==> config.mk <==
export PLATFORM = sky130hd
export DESIGN_NAME = writeback_arbiter_scoreboard
export DESIGN_NICKNAME = d
export VERILOG_FILES = /design/src/rtl/writeback_arbiter_scoreboard.sv
export SDC_FILE = /design/constraint.sdc
export NUM_CORES = 1
export LEC_CHECK = 0
export CAP_MARGIN = 10
export CORE_UTILIZATION = 41
export CTS_CLUSTER_DIAMETER = 120
export CTS_CLUSTER_SIZE = 20
export DETAILED_ROUTE_END_ITERATION = 12
export GPL_TIMING_DRIVEN = 1
export PLACE_DENSITY_LB_ADDON = 0.12
export SYNTH_ARGS = -nofsm -noshare
export SYNTH_HDL_FRONTEND = slang
export SYNTH_SLANG_ARGS = --single-unit
==> constraint.sdc <==
create_clock -name clk -period 6.1 [get_ports clk]
set_clock_uncertainty 0.2 [all_clocks]
set_input_delay 0.915 -clock clk [delete_from_list [all_inputs] [get_ports clk]]
set_output_delay 0.915 -clock clk [all_outputs]
set_load 0.05 [all_outputs]
==> src/rtl/writeback_arbiter_scoreboard.sv <==
// writeback_arbiter_scoreboard: round-robin arbiter for the shared register-file write port plus a per-register busy scoreboard.
module writeback_arbiter_scoreboard #(
  parameter int DATA_WIDTH      = 32,
  parameter int REGISTER_AMOUNT = 32,
  parameter int ADDR_WIDTH_RF   = $clog2(REGISTER_AMOUNT)
) (
  input  logic                       clk,
  input  logic                       rst_n,
  input  logic                       claim_valid_1,
  input  logic [ADDR_WIDTH_RF-1:0]   claim_addr_1,
  input  logic                       claim_valid_2,
  input  logic [ADDR_WIDTH_RF-1:0]   claim_addr_2,
  input  logic                       wb_req_1,
  input  logic [ADDR_WIDTH_RF-1:0]   wb_addr_1,
  input  logic [DATA_WIDTH-1:0]      wb_data_1,
  output logic                       wb_ack_1,
  input  logic                       wb_req_2,
  input  logic [ADDR_WIDTH_RF-1:0]   wb_addr_2,
  input  logic [DATA_WIDTH-1:0]      wb_data_2,
  output logic                       wb_ack_2,
  output logic                       rf_wr_en,
  output logic [ADDR_WIDTH_RF-1:0]   rf_wr_addr,
  output logic [DATA_WIDTH-1:0]      rf_wr_data,
  output logic [REGISTER_AMOUNT-1:0] busy_register,
  output logic [REGISTER_AMOUNT-1:0] new_data_register,
  output logic                       claim_conflict
);
  logic                       last_q;
  logic                       el_1, el_2, g_1, g_2, gnt, conflict_d;
  logic [ADDR_WIDTH_RF-1:0]   g_addr;
  logic [DATA_WIDTH-1:0]      g_data;
  logic [REGISTER_AMOUNT-1:0] rel, claim, busy_d;
  // last_q = 1 means processor 2 was granted last, so processor 1 wins the next tie
  always_comb begin
    el_1       = wb_req_1 & ~wb_ack_1;
    el_2       = wb_req_2 & ~wb_ack_2;
    g_1        = el_1 & (~el_2 | last_q);
    g_2        = el_2 & ~g_1;
    gnt        = g_1 | g_2;
    g_addr     = g_1 ? wb_addr_1 : wb_addr_2;
    g_data     = g_1 ? wb_data_1 : wb_data_2;
    rel        = (gnt && g_addr != '0) ? REGISTER_AMOUNT'(1) << g_addr : '0;
    claim      = ((claim_valid_1 ? REGISTER_AMOUNT'(1) << claim_addr_1 : '0) |
                  (claim_valid_2 ? REGISTER_AMOUNT'(1) << claim_addr_2 : '0)) & ~REGISTER_AMOUNT'(1);
    busy_d     = (busy_register & ~rel) | claim;
    conflict_d = (claim_valid_1 & claim_valid_2 & (claim_addr_1 == claim_addr_2) & (claim_addr_1 != '0)) |
                 (claim_valid_1 & busy_register[claim_addr_1] & ~rel[claim_addr_1]) |
                 (claim_valid_2 & busy_register[claim_addr_2] & ~rel[claim_addr_2]);
  end
  always_ff @(posedge clk or negedge rst_n) begin
    if (!rst_n) begin
      last_q            <= 1'b1;
      wb_ack_1          <= 1'b0;
      wb_ack_2          <= 1'b0;
      rf_wr_en          <= 1'b0;
      rf_wr_addr        <= '0;
      rf_wr_data        <= '0;
      busy_register     <= '0;
      new_data_register <= '0;
      claim_conflict    <= 1'b0;
    end else begin
      wb_ack_1          <= g_1;
      wb_ack_2          <= g_2;
      rf_wr_en          <= gnt && g_addr != '0;
      new_data_register <= rel;
      busy_register     <= busy_d;
      claim_conflict    <= conflict_d;
      if (gnt) begin
        last_q     <= g_2;
        rf_wr_addr <= g_addr;
        rf_wr_data <= g_data;
      end
    end
  end
endmodule

# Yosys cells after proc, flatten, opt, wreduce, memory -nomap -nowiden
# Cells that the tools add are included.
dict set report totals {
  reg_bits 106
  latchBits 0
  n_memories 0
  mem_bits_rw 0
  output_inout_bits 105
  mem_bits_ro 0
}
dict set report classes {
  n_bitwise 25
  eq_ne 1
  muxes 13
  n_mul 0
  magnitude_cmp 2
  addsub 0
  n_reduce_logical 3
  n_shift 3
  div 0
}
# cell n
set op_table {}
lappend op_table {{32-bit 2-to-1 mux} 4}
lappend op_table {{1-bit by 5-bit left shift with 32-bit output, first input constant} 3}
lappend op_table {{32-bit bitwise OR} 2}
lappend op_table {{32-bit AND} 1}
lappend op_table {{32-bit inverter} 1}
lappend op_table {{1-bit binary-select mux with 5-bit select} 4}
lappend op_table {{5-bit by 6-bit less-than comparator with 1-bit output, second input constant} 2}
lappend op_table {{1-bit AND} 11}
lappend op_table {{5-bit nonzero test} 2}
lappend op_table {{1-bit inverter} 6}
lappend op_table {{5-bit == test} 1}
lappend op_table {{5-bit 2-to-1 mux} 1}
lappend op_table {{1-bit 2-to-1 mux} 4}
lappend op_table {{1-bit bitwise OR} 4}
lappend op_table {{1-bit logical AND} 1}

# Longest topological paths before layout
dict set report depth {
  ltp_word 16
  ltp_mapped 10
}

# Worst setup path after synthesis
# Ideal clock, no wire load.
dict set report synth_timing {
  path_type {input -> register}
  start {input port wb_req_1}
  end {register claim_conflict}
  slack_ns 2.804
  t_arrival_ns 2.954
  n_path_buf 1
  cell_stages 8
  path_cell_list {nor2b_1 buf_4 a2111oi_0 o22ai_1 mux4_2 a2111oi_2 a311o_1 o211ai_2}
}
dict set report synth_between {
  elab_chain_cells 13
  elab_cells_between_ends 20
  cone_classes {shift: 1; mux: 6; bitwise: 11; reduce/logical: 2}
}
# item line
set synth_lines {}
lappend synth_lines {{start: declaration} 13} ;# input logic wb_req_1,
lappend synth_lines {{1-bit AND *} 35} ;# el_1 = wb_req_1 & ~wb_ack_1;
lappend synth_lines {{1-bit AND *} 37} ;# g_1 = el_1 & (~el_2 | last_q);
lappend synth_lines {{1-bit inverter} 38} ;# g_2 = el_2 & ~g_1;
lappend synth_lines {{1-bit AND} 38}
lappend synth_lines {{1-bit bitwise OR} 39} ;# gnt = g_1 | g_2;
lappend synth_lines {{1-bit logical AND} 42} ;# rel = (gnt && g_addr != '0) ? REGISTER_AMOUNT'(1) << g_addr : '0;
lappend synth_lines {{32-bit 2-to-1 mux *} 42}
lappend synth_lines {{1-bit binary-select mux with 5-bit select} 47} ;# (claim_valid_1 & busy_register[claim_addr_1] & ~rel[claim_addr_1]) |
lappend synth_lines {{1-bit 2-to-1 mux (implied by the code)} 47}
lappend synth_lines {{1-bit inverter} 47}
lappend synth_lines {{1-bit AND} 47}
lappend synth_lines {{1-bit bitwise OR} 46} ;# conflict_d = (claim_valid_1 & claim_valid_2 & (claim_addr_1 == claim_addr_2) & (claim_addr_1 != '0)) |
lappend synth_lines {{1-bit bitwise OR *} 47}
lappend synth_lines {{net conflict_d} 29} ;# logic el_1, el_2, g_1, g_2, gnt, conflict_d;
lappend synth_lines {{end signal: assignment} 67} ;# claim_conflict <= conflict_d;
lappend synth_lines {{end: declaration} 26} ;# output logic claim_conflict
# Mark *: on every way through the listed nets, which the timed path passes. The rest lies on a longest branch. The select of a mux whose other input is x is not followed.
# A chain may end at the register's enable or synchronous reset.

# Final worst setup path
# Ends and elaborated chain as after synthesis.

==> metrics.cfg <==
[status]
status = finished, violations left
violations = design-rule violations

[cells_and_area]
n_antenna_cell = 0
syn_to_final_growth_pct = 36.66
drive_gt1_share_pct = 8.115
final_cell_area_um2 = 8527
fillCellCount = 1311
layout.nets = 923

[routing]
wl_per_cell_um = 23.36
ant_nets = 0
drt-vias-per-instance = 6.298
drc_errors = 11
drtIter0Drc = 737
dr.pass1.iters = 10
drt_wl_total_um = 23880
vias = 6437

[die]
die_area_um2 = 15720
rows = 44
ioPinCount = 195
dieHeight_um = 125.4
start_util_pct = 42.45
die_x_um = 125.4
core_area_um2 = 14700

[clock_network]
cts_tree = yes
clock_latency_ns = 0.36
cts.sinks = 106
htree_levels = 3
clk_pin_slew_worst_paths_ns = 0.07
numCtsBuffers = 9
postCtsSetupRepairBufs = 0
cts_hold_buf = 0
cts-root-buf = clkbuf_16
cts_buffer_depth = 2
cts_resized = 0

[setup_path]
endpoint_kind = register
crit_type = in -> reg
critPathArrivalTime_ns = 4.15
critPathLaunchType = primary input
slowest_stage = mux4_2
path_max_fanout = 45
crit_chain = clkdlybuf4s50_1 > nand2b_1 > nand2_1 > buf_4 > o21ai_1 > mux4_2 > a2111oi_2 > a311o_1 > o211ai_2
required_ns = 6.12
cpPeakStageDelay_ns = 0.54

[place]
place_hpwl_um = 17430
place_congestion = 0.9566
postPlaceCellArea_um2 = 8254
io_buffers = 194

[synth]
synth_edf_count = 0
ys_warn_count = 0
synth_top_area_share_pct = 42.11
synthArstFlopShare_pct = 100.0
seq_area_frac_synth_pct = 42.53
synth.avg_cell_area_um2 = 9.272
synth_top_flop_cell = dfrtp_1
yosysMostFrequentCell = dfrtp_1
synth.area.top_cells = dfrtp_1, mux4_2, nor2_1, o221ai_1, o22ai_1
ys_ff_latch = 106
yosys.area.top_type = dfrtp_1
synth_cell_type_count = 73
netlist_area_um2 = 6240
syn_nets = 763
syn_inst = 673
synth_common_cells = dfrtp_1, nor2_1, nand2_1

[grt]
grt_use_total_pct = 31.05
antenna_found_initial = 0
grt_pass1_wl_um = 37080
grt_remaining_overflow = 0
grt_max_degree = 56
grt_pass1_vias = 6351

[power]
powerDensity_nw_per_um2 = 337.9
p_leak_nw = 3.428
ir_drop_v = 0.0001892

[sta]
maxSlewViolCount = 0
finalSetupViolCount = 0
finalHoldViolations = 0
clock.fmax_mhz = 242.1
slew_headroom_pct = 35.83
fin_crit_ns = 4.130
final.setup.tns_ns = 0
worst_pin_slew_ns = 0.9625
timing.final.crit_share_pct = 67.71
rsz0062_at_grt = false
fin_hold_ws_ns = 0.2335

[worst_hold_path]
worst_hold_path_type = reg -> reg

[run]
max-cap-violations = 0

[stage by stage]
| step | std cells | setup slack, ns | total power [W] | utilization (%) |
|---|---|---|---|---|
| after floorplan | 673 | 2.804 | 0.001828 | - |
| after global placement | 1006 | 1.657 | 0.002328 | 56.15 |
| after detailed placement | 1006 | 1.630 | 0.002336 | 56.15 |
| after CTS | 1022 | 2.008 | 0.002889 | 58.01 |
| after global routing | 1022 | 1.730 | 0.002998 | 58.01 |
| final | 1022 | 1.970 | 0.002881 | 58.01 |
[cell usage in the layout, fill, tap and decap left out, types with 3 or more instances in the layout]
| cell | netlist | layout |
|---|---|---|
| a211oi_1 | 12 | 12 |
| o31ai_1 | 5 | 5 |
| or4_1 | 3 | 3 |
| mux2i_1 | 6 | 6 |
| or3_1 | 7 | 7 |
| or4bb_1 | 4 | 4 |
| nand2b_1 | 12 | 12 |
| inv_1 | 29 | 29 |
| a221oi_1 | 5 | 5 |
| dfrtp_1 | 105 | 105 |
| nor2_1 | 96 | 96 |
| a22oi_1 | 4 | 4 |
| mux4_2 | 21 | 21 |
| xor2_1 | 3 | 3 |
| buf_4 | 4 | 12 |
| clkdlybuf4s50_1 | 0 | 193 |
| nor3_1 | 22 | 22 |
| a21oi_1 | 9 | 9 |
| a31oi_1 | 7 | 7 |
| clkbuf_16 | 0 | 9 |
| o21ai_0 | 27 | 27 |
| a2111oi_0 | 4 | 4 |
| o211ai_1 | 4 | 4 |
| or4b_2 | 3 | 3 |
| nor4_1 | 11 | 11 |
| nand2_1 | 55 | 55 |
| o221ai_1 | 31 | 31 |
| nand3_1 | 17 | 17 |
| o32ai_1 | 4 | 4 |
| or2_2 | 4 | 4 |
| nand3b_1 | 6 | 6 |
| o22a_1 | 7 | 7 |
| nor2b_1 | 8 | 8 |
| or3b_2 | 4 | 4 |
| o22ai_1 | 41 | 41 |
[final cells by class]
cell class	instances	area (um^2)	area share, %
clock inverter	4	26.28	0.3081
sequential	106	2654	31.12
tap	184	230.2	2.700
clock buffer	12	246.5	2.891
timing repair buffer	205	2022	23.71
multi-input combinational	480	3232	37.90
inverter	31	116.4	1.365
[final timing paths]
| kind | slack [ns] | to | from | cells past startpoint |
|---|---|---|---|---|
| min | 0.23 | busy_register[0] | busy_register[0] | 0 |
| min reg2reg | 0.23 | busy_register[0] | busy_register[0] | 0 |
| max in group asynchronous | 4.13 | busy_register[3] | rst_n | 2 |
| max reg2reg | 2.54 | claim_conflict | wb_ack_1 | 9 |
| min in group asynchronous | 0.39 | new_data_register[16] | rst_n | 1 |
| max | 1.97 | claim_conflict | wb_req_1 | 9 |
[power breakdown]
part | switching [W] | internal [W]
Clock | 0.000259 | 0.000289
Sequential | 0.000126 | 0.000847
Combinational | 0.000884 | 0.000477
Total | 0.00127 | 0.00161
[layer usage]
metal	wire, um	track usage [%]	share of wire (%)
met2	10870	48.21	46
met5	0	0	0
met1	9773	41.01	41
met3	2369	7.445	9.9
met4	860	14.56	3.6
[kinds of logic (layout without fill, tap and decap cells)]
| logic type | count (synthesis) | count (layout) | synth area share [%] |
|---|---|---|---|
| compound gates | 178 | 178 | 20.81 |
| mux | 28 | 28 | 8.723 |
| flops | 106 | 106 | 42.53 |
| xor+xnor | 4 | 4 | 0.5616 |
| simple gates | 269 | 269 | 21.64 |
| other cells | 1 | 1 | 0.06010 |
| buf+inv | 87 | 252 | 5.675 |
[state kept, by name, indices dropped and copies added, names as in the netlist]
register           cells
busy_register         32
wb_ack_2               1
last_q                 1
claim_conflict         1
rf_wr_data            32
wb_ack_1               1
rf_wr_en               1
rf_wr_addr             5
new_data_register     32
[worst max-delay path: cells and delay by family]
kind | cells | cell delay [ns]
AND/OR/NAND/NOR | 2 | 0.83
buffers and inverters | 2 | 0.97
AO/OA/AOI/OAI | 4 | 0.87
multiplexers | 1 | 0.54
Note: power is estimated with default switching activity, not from simulation.
